===== config.mk =====
export PLATFORM = sky130hd
export DESIGN_NAME = uart_baud_ctrl
export DESIGN_NICKNAME = d
export VERILOG_FILES = /design/src/rtl/uart_baud_pkg.sv /design/src/rtl/uart_baud_frac.sv /design/src/rtl/uart_baud_ctrl.sv
export SDC_FILE = /design/constraint.sdc
export NUM_CORES = 1
export LEC_CHECK = 0
export BUFFER_PORTS_ARGS = -buffer_cell sky130_fd_sc_hd__clkbuf_2
export CORE_MARGIN = 2
export CORE_UTILIZATION = 30
export CTS_CLUSTER_DIAMETER = 150
export DETAILED_ROUTE_END_ITERATION = 8
export GPL_TIMING_DRIVEN = 0
export PLACE_DENSITY = 0.45
export SYNTH_ARGS = -nofsm -noshare
export SYNTH_HDL_FRONTEND = slang
export SYNTH_SLANG_ARGS = --single-unit

===== constraint.sdc =====
create_clock -name CLK -period 2.3 [get_ports CLK]
set_input_delay 0.23 -clock CLK [delete_from_list [all_inputs] [get_ports CLK]]
set_output_delay 0.23 -clock CLK [all_outputs]
set_load 0.005 [all_outputs]

===== src/rtl/uart_baud_pkg.sv =====
// Shared types and helpers for the UART baud-rate controller:
// sequencer states, default divisor widths and the saturating reload adder.
package uart_baud_pkg;

   localparam int IBRD_W_DEF = 16;
   localparam int FBRD_W_DEF = 6;

   typedef enum logic [1:0] {
      IDLE,
      PEND,
      STOP,
      LOAD
   } state_t;

   // base + inc, clamped to the largest value representable in 'width' bits.
   function automatic logic [31:0] sat_inc(input logic [31:0] base,
                                           input logic        inc,
                                           input int unsigned width);
      logic [32:0] sum;
      logic [32:0] lim;
      sum = {1'b0, base} + 33'(inc);
      lim = (33'd1 << width) - 33'd1;
      return (sum > lim) ? lim[31:0] : sum[31:0];
   endfunction

endpackage


===== src/rtl/uart_baud_frac.sv =====
// Fractional-divisor dither: accumulates the fraction on every 16x tick and
// adds the resulting carry to the integer reload handed to the generator.
module uart_baud_frac
   import uart_baud_pkg::*;
#(
   parameter int IBRD_W = IBRD_W_DEF,
   parameter int FBRD_W = FBRD_W_DEF
) (
   input  logic              clk,
   input  logic              rst_n,
   input  logic              clear,
   input  logic              enable,
   input  logic              tick,
   input  logic [IBRD_W-1:0] ibrd,
   input  logic [FBRD_W-1:0] fbrd,
   output logic [IBRD_W-1:0] gen_ibrd
);

   logic [FBRD_W-1:0] acc_q;
   logic              carry_q;
   logic [31:0]       reload;

   // NOTE: state updates use non-blocking assignments so every flop samples
   // pre-edge values regardless of block ordering.
   always_ff @(posedge clk) begin
      if (!rst_n) begin
         acc_q   <= '0;
         carry_q <= 1'b0;
      end else if (clear || !enable) begin
         acc_q   <= '0;
         carry_q <= 1'b0;
      end else if (tick) begin
         {carry_q, acc_q} <= {1'b0, acc_q} + {1'b0, fbrd};
      end
   end

   assign reload = sat_inc(32'(ibrd), carry_q, IBRD_W);

   // A zero reload (reset or disabled config with ibrd=0) is floored to 1.
   assign gen_ibrd = (reload == '0) ? IBRD_W'(1) : IBRD_W'(reload);

endmodule


===== src/rtl/uart_baud_ctrl.sv =====
// Baud generator configuration sequencer: holds updates until TX/RX are idle,
// then applies them with a one-cycle disable -> load -> enable sequence.
module uart_baud_ctrl
   import uart_baud_pkg::*;
#(
   parameter int IBRD_W = IBRD_W_DEF,
   parameter int FBRD_W = FBRD_W_DEF
) (
   input  logic              CLK,
   input  logic              RESETn,
   input  logic              CfgWr,
   input  logic [IBRD_W-1:0] CfgIBRD,
   input  logic [FBRD_W-1:0] CfgFBRD,
   input  logic              CfgEn,
   output logic              CfgBusy,
   output logic              CfgAck,
   output logic              CfgErr,
   input  logic              TxBusy,
   input  logic              RxBusy,
   input  logic              Baud16,
   output logic [IBRD_W-1:0] GenIBRD,
   output logic [15:0]       GenFBRD,
   output logic              GenEn
);

   state_t            state_q, state_d;
   logic [IBRD_W-1:0] ibrd_q, p_ibrd;
   logic [FBRD_W-1:0] fbrd_q, p_fbrd;
   logic              en_q, p_en;
   logic              err_q;
   logic              cfg_bad, capture, load, err_d;

   // Enabling the generator with a zero divisor is never a legal request.
   assign cfg_bad = CfgEn && (CfgIBRD == '0);

   always_comb begin
      state_d = state_q;
      capture = 1'b0;
      load    = 1'b0;
      err_d   = 1'b0;
      unique case (state_q)
         IDLE: begin
            if (CfgWr) begin
               if (cfg_bad) begin
                  err_d = 1'b1;
               end else begin
                  capture = 1'b1;
                  state_d = PEND;
               end
            end
         end
         PEND: begin
            if (CfgWr) begin
               err_d   = cfg_bad;
               capture = !cfg_bad;
            end
            if (!TxBusy && !RxBusy) state_d = STOP;
         end
         STOP: begin
            err_d   = CfgWr;
            state_d = LOAD;
         end
         LOAD: begin
            err_d   = CfgWr;
            load    = 1'b1;
            state_d = IDLE;
         end
         default: state_d = IDLE;
      endcase
   end

   always_ff @(posedge CLK) begin
      if (!RESETn) begin
         state_q <= IDLE;
         err_q   <= 1'b0;
         p_ibrd  <= '0;
         p_fbrd  <= '0;
         p_en    <= 1'b0;
         ibrd_q  <= '0;
         fbrd_q  <= '0;
         en_q    <= 1'b0;
      end else begin
         state_q <= state_d;
         err_q   <= err_d;
         if (capture) begin
            p_ibrd <= CfgIBRD;
            p_fbrd <= CfgFBRD;
            p_en   <= CfgEn;
         end
         if (load) begin
            ibrd_q <= p_ibrd;
            fbrd_q <= p_fbrd;
            en_q   <= p_en;
         end
      end
   end

   assign CfgBusy = (state_q != IDLE);
   assign CfgAck  = (state_q == LOAD);
   assign CfgErr  = err_q;
   assign GenFBRD = '0;
   // The single STOP cycle forces the generator counter back to its reload state.
   assign GenEn   = en_q && (state_q != STOP);

   uart_baud_frac #(
      .IBRD_W(IBRD_W),
      .FBRD_W(FBRD_W)
   ) u_frac (
      .clk     (CLK),
      .rst_n   (RESETn),
      .clear   (load),
      .enable  (GenEn),
      .tick    (Baud16),
      .ibrd    (ibrd_q),
      .fbrd    (fbrd_q),
      .gen_ibrd(GenIBRD)
   );

endmodule


==> results of run 1 <==
[cell usage after synthesis (6+ instances only)]
cell      instances  area, sq um
a21oi_1           8         40.0
buf_4            20          150
clkbuf_1          8         30.0
dfxtp_1          56         1120
ha_1             12          150
inv_1             9         33.8
mux2i_1          53          531
nand2_1          20         75.1
nand3_1           7         35.0
nand4_1           6         37.5
nor2_1           17         63.8
nor2b_1          48          300
xnor2_1           6         52.6
xor2_1            7         61.3
[registers in the layout (all words and copies together), names as in the netlist]
register / count
u_frac.carry_q: 1
CfgErr: 1
p_fbrd: 6
p_en: 1
u_frac.acc_q: 6
p_ibrd: 16
fbrd_q: 6
state_q: 2
ibrd_q: 16
en_q: 1
[critical path: stages (launching register included)]
cell and delay (ps):
dfxtp_4 390, ha_4 140, and4_4 270, nand4_4 160, nor4b_4 240, a211oi_1 80
or4_4 420, o31ai_2 170, buf_2 140
[report_power, final]
part           total, W  leakage [nW]  switching (W)  internal [W]
sequential      0.00115         0.459      0.0000710       0.00108
clock          0.000540        0.0479       0.000326      0.000213
combinational  0.000680          1.19       0.000338      0.000342
[through the flow]
| step | total power (W) | worst slack, ps | util (%) | instance area [sq um] |
|---|---|---|---|---|
| 2_1_floorplan | 0.00168 | 142 | - | 3170 |
| 3_3_place_gp | 0.00185 | -148 | 35.2 | 3580 |
| 3_5_place_dp | 0.00186 | -183 | 35.2 | 3580 |
| 4_1_cts | 0.00241 | -370 | 36.3 | 3700 |
| 5_1_grt | 0.00253 | -394 | 37.6 | 3830 |
| 6_report | 0.00237 | -274 | 37.6 | 3830 |
[worst min-delay path by stage]
stage / startpoint / end / slack (ps) / cells past startpoint
3_3_place_gp: u_frac.acc_q[5] / u_frac.acc_q[5] / 470 / 2
2_1_floorplan: CfgWr / CfgErr / 380 / 1
3_5_place_dp: u_frac.acc_q[5] / u_frac.acc_q[5] / 480 / 2
5_1_grt: CfgWr / CfgErr / 150 / 2
6_report: CfgWr / CfgErr / 160 / 2
4_1_cts: CfgWr / CfgErr / 150 / 2
[layer usage]
layer | vias to the layer above | global-route usage [%] | share of wire [%]
li1 | 1269 | - | -
met1 | 1067 | 15.8 | 47
met2 | 41 | 21.4 | 48
met3 | 6 | 3.07 | 4.0
met4 | 0 | 3.10 | 1.1
met5 | - | 0 | 0
[area by class of cell]
class	count	area [sq um]	share of cell area, %
multi-input combinational	249	1880	49.2
tap	136	170	4.44
clock inverter	3	18.8	0.490
buffer	34	216	5.65
timing repair buffer	56	304	7.94
clock buffer	5	68.8	1.80
sequential	56	1130	29.6
inverter	9	33.8	0.882
[logic make-up (layout without fill, tap and decap cells)]
group,after synthesis,after routing,share of synthesized area [%]
mux,55,55,17.7
buf+inv,44,107,8.11
fa+ha+maj,13,13,5.46
other cells,1,16,0.120
compound gates,31,31,6.70
simple gates,121,121,22.2
flops,56,56,36.0
xor+xnor,13,13,3.65
[what timing repair did]
item	4_1_cts	5_1_grt
cloned	0	0
resized for setup	8	26
hold buffers	0	0
setup endpoints to repair	3	11
pin swaps	2	4
setup buffers	0	8
==> results.md, run 1 <==
- Worst setup path start: ibrd_q[0]
- R2r setup slk: 310 ps
- Clock Skew: 7.31 ps
- Drt wl/cell: 12.3 um
- RR Endpoint: ibrd_q[2]
- CTS root buffer: clkbuf_8
- Initial antenna violation count: 0
- Pwr Density: 619 nW/um^2
- Worst slew pin tran: 819 ps
- Fin crit share: 112%
- # nets final: 453
- Worst Reg-to-Reg Cells: 5
- Critical path endpoint: GenIBRD[0]
- Final setup TNS: -274 ps
- Seq cells post-synth: 56
- Synth Area per Inst: 9.33 sq um
- Worst-path fanout max: 6
- DR vias/cell: 4.35
- Top_reg_cell synth: dfxtp_1
- Unique masters post-synth: 42
- Async SR Flop Fraction: 0%
- RSZ-0062 raised after global routing: true
- Required time of the worst setup path: 2070 ps
- Slew margin rel.: 45.4%
- Setup Crit Path Kind: reg2out
- Die height: 106 um
- Worst path arrival time: 2340 ps
- Number of iterations in the first detailed-routing pass: 4
- LEAKAGE: 1.70 nW
- Total congestion overflow: 0
- Placer Congestion: 0.786
- Max Slew Vio Count: 0
- Fillers: 1104
- Most frequent cells in the layout: mux2i_1, dfxtp_1, clkbuf_2, nor2b_1, buf_4
- Largest net degree at the start of global routing: 18
- Total number of vias: 2383
- Max Freq: 388 MHz
- Post-synth EDFFs: 0
- Synth warnings: 0
- H-tree levels: 2
- Global-route wire length before repair: 11200 um
- Row count: 37
- I/O pin count: 65
- Die Wd: 106 um
- Outcome: finished with violations
- Worst Setup Slack, final: -274 ps
- Final non-filler cell total: 548
- Failing checks: negative setup slack
- Worst hold path class: in2reg
- Remaining DRCs: 0
- Minimum clock period: 2570 ps
- Cts bufs inserted: 5
- Clock sink count: 56
- Skew-Pair Late Insertion Delay: 310 ps
- Hpwl dp: 5190 um
- Hold Vio Cnt, Final: 0
- Die ar.: 11200 sq um
- Seq/Total Area, Yosys: 36.0%
- Vias in the first global route: 2236
- Dpl cells: 533
- Max Root-Sink Buffers: 2
- Startpoint types: flop
- Leading cell type in the layout, fill and taps excluded: mux2i_1
- Initial DRC Count: 75
- Fin Hold WS: 161 ps
- Max Cap Viol: 0
- Share of layout cells above drive strength 1: 27.7%
- PortBufs: 48
- Core box area: 10200 sq um
- DRT Wirelength: 6740 um
- Maximum vdd drop: 0.327 mV
- CTS clock-pin slew for the worst setup and hold paths: 110 ps
- Final setup violation count: 1
- Initial Util: 30.6%
- CTS tree: done
- Post-Syn Area: 3120 sq um
- RR Startpoint: state_q[1]
- Final ANT Viol Nets: 0
- Total track usage: 12.5%
- # diodes: 0
- Cells after Synth: 334
- Setup crit end kind: primary output
- P&R area growth vs syn: 22.8%
(Power assumes the default switching activity.)
==> run 2, diff against run 1 <==
- ABC_AREA: default -> 1
==> run 2 against run 1 <==
Against the previous run: the flow now finishes without violations; setup slack improved by 430 ps; clock skew shrank 3.2 ps; clock power up 15%; critical path type unchanged; largest cell class unchanged.
==> results.md, run 2 <==
- Outcome: finished, final reports clean
- # diodes: 0 (unchanged)
- # nets final: 542 (+20%)
- Dpl cells: 624 (+17%)
- Die Wd: 105 um (-0.99%)
- Largest cells by area after synthesis: dfxtp_1, nand2_1, a21oi_1
- Setup crit end kind: primary output
- CTS tree: done
- Largest net degree at the start of global routing: 16 (-2)
- Clock Skew: 4.12 ps (-3.19 ps)
- Most used cell, CP: nand2_1
- Core box area: 9820 sq um (-3.6%)
- Max Freq: 467 MHz (+20%)
- Initial Util: 31.1% (+0.49 points)
- Final setup violation count: 0 (-1)
- Final ANT Viol Nets: 0 (unchanged)
- Startpoint types: flop
- Vias in the first global route: 2577 (+15%)
- Total track usage: 13.6% (+1.1 points)
- Max Root-Sink Buffers: 2 (unchanged)
- Setup Crit Path Kind: reg2out
- Fillers: 1095 (-0.82%)
- Max Slew Vio Count: 0 (unchanged)
- R2r setup slk: 500 ps (+190 ps)
- Yosys top cell area share: 36.7% (+0.75 points)
- Minimum clock period: 2140 ps (-431 ps)
- PortBufs: 47 (-2.1%)
- Total number of vias: 2769 (+16%)
- I/O pin count: 65 (unchanged)
- Finished Core Util: 37.1% (-0.46 points)
- Row count: 36 (-2.7%)
- Area occupied by multi-input gates: 1600 sq um (-15%)
- Fin crit share: 93.2% (-19 points)
- Drt wl/cell: 11.6 um (-5.8%)
- Maximum vdd drop: 0.385 mV (+18%)
- Seq cells post-synth: 56 (unchanged)
- Pwr Density: 794 nW/um^2 (+28%)
- Leading cell type in the layout, fill and taps excluded: nand2_1
- Skew-Pair Late Insertion Delay: 310 ps (about the same)
- Required time of the worst setup path: 2070 ps (about the same)
- Most frequent cells in the layout: nand2_1, o21ai_0, a21oi_1
- Hpwl dp: 5830 um (+12%)
- CTS clock-pin slew for the worst setup and hold paths: 90 ps (-20 ps)
- Cts bufs inserted: 5 (unchanged)
- Worst hold path class: in2reg
- Async SR Flop Fraction: 0% (unchanged)
- DR vias/cell: 4.38 (+0.75%)
- Seq/Total Area, Yosys: 36.7% (+0.75 points)
- Post-synth EDFFs: 0 (unchanged)
- H-tree levels: 2 (unchanged)
- Number of iterations in the first detailed-routing pass: 4 (unchanged)
- Final setup TNS: 0 ps (+274 ps)
- Final non-filler cell total: 632 (+15%)
- LEAKAGE: 1.76 nW (+3.8%)
- Crit-path max cell delay: 390 ps (-30 ps)
- Die ar.: 11000 sq um (-2.0%)
- FF/Latch Area: 1130 sq um (-0.22%)
- Post-Syn Area: 3050 sq um (-2.0%)
- Total congestion overflow: 0 (unchanged)
- P&R area growth vs syn: 19.4%
- CTS root buffer: clkbuf_8
- Remaining DRCs: 0 (unchanged)
- Share of layout cells above drive strength 1: 20.6% (-7.0 points)
- Clock sink count: 56 (unchanged)
- Initial antenna violation count: 0 (unchanged)
- Top flop regs: ibrd_q (16), p_ibrd (16)
- Synth Area per Inst: 7.12 sq um (-24%)
- Worst path arrival time: 1910 ps (-430 ps)
- Slowest CP cell: dfxtp_2
- Worst Path Buf+Inv: 2 (+1)
- Unique masters post-synth: 36 (-14%)
- Post-synth top cells: nand2_1, dfxtp_1, a21oi_1, o21ai_0, inv_1
- Cells after Synth: 429 (+28%)
- Die height: 105 um (-0.99%)
- DRT Wirelength: 7320 um (+8.6%)
- Hold Vio Cnt, Final: 0 (unchanged)
- Initial DRC Count: 79 (+5.3%)
- CP cell instances: ha_4, inv_2, nor2_4, nand2_1, nor2_1, nand2_1, nand2_1, nand3_1, nor2_1, nand3_1, nand2_1, clkbuf_2
- Max Cap Viol: 0 (unchanged)
- Family with the most delay on the worst path: simple AND/OR/NAND/NOR gates
- Synth warnings: 0 (unchanged)
- Global-route wire length before repair: 12200 um (+9.1%)
- Most frequent cell after synthesis: nand2_1
- Worst-path fanout max: 6 (unchanged)
- Placer Congestion: 0.794 (+0.92%)
- Total chip power: 0.00290 W (+22%)
- Top_reg_cell synth: dfxtp_1
- Yosys top cell by area: dfxtp_1
## run 2: cell count changes after synthesis, sizes merged, moves of 5 or more
cell / delta
xnor2: -5
o21ai: +49
nor2: +25
a21oi: +45
o31ai: -5
nand2: +58
mux2i: -53
buf: -6
nor2b: -48
nand3: +13
inv: +44
## run 2: cell families after synthesis
family,after synthesis,synth area share [%]
compound gates,114,19.3
xor+xnor,6,1.72
fa+ha+maj,13,5.57
buf+inv,86,13.2
flops,56,36.7
other cells,1,0.123
simple gates,153,23.4
## run 2: final timing paths
check | endpoint | depth (start not counted) | startpoint
worst max-delay path | GenIBRD[0] | 12 | u_frac.carry_q
worst min register to register | ibrd_q[6] | 2 | p_ibrd[6]
worst min-delay path | CfgErr | 3 | CfgWr
worst max register to register | u_frac.carry_q | 8 | fbrd_q[0]
## run 2: stage by stage
stage	area [sq um]	setup slack (ps)	hold WS [ps]
3_3_place_gp	3510	312	437
6_report	3650	157	162
3_5_place_dp	3510	300	444
4_1_cts	3610	13.3	162
5_1_grt	3650	-5.94	176
2_1_floorplan	3110	716	346
## run 2: area by class of cell
cell class	count	share of cell area [%]
Buffer	32	5.35
Clock buffer	5	1.89
Clock inverter	1	0.824
Inverter	54	5.70
Multi-Input combinational cell	302	43.8
Sequential cell	56	31.0
Tap cell	133	4.56
Timing Repair Buffer	49	6.86
## run 2: tightest hold or removal path: stages
cell      delay [ps]
clkbuf_2         110
nand2_1           60
a21oi_1           30
## run 2: layer usage
metal	routed length, um	GRT usage (%)	vias up
met1	3510	17.7	1210
met4	85	3.14	0
li1	-	-	1494
met3	327	2.43	7
met2	3390	23.2	58
met5	0	0	-
## run 2: power by group
group	switching [W]	leakage, nW	total (W)	internal, W
clock network	0.000306	0.0501	0.000619	0.000313
logic	0.000589	1.25	0.000973	0.000384
registers	0.000125	0.461	0.00130	0.00118
total	0.00102	1.76	0.00290	0.00188
## run 2: what timing repair did
| action | CTS | global route |
|---|---|---|
| setup endpoints to repair | 1 | 1 |
| hold buffers | 0 | 0 |
| resized for setup | 1 | 7 |
| buffers inserted | 0 | 2 |
| pin swaps | 0 | 1 |
| cloned | 0 | 0 |
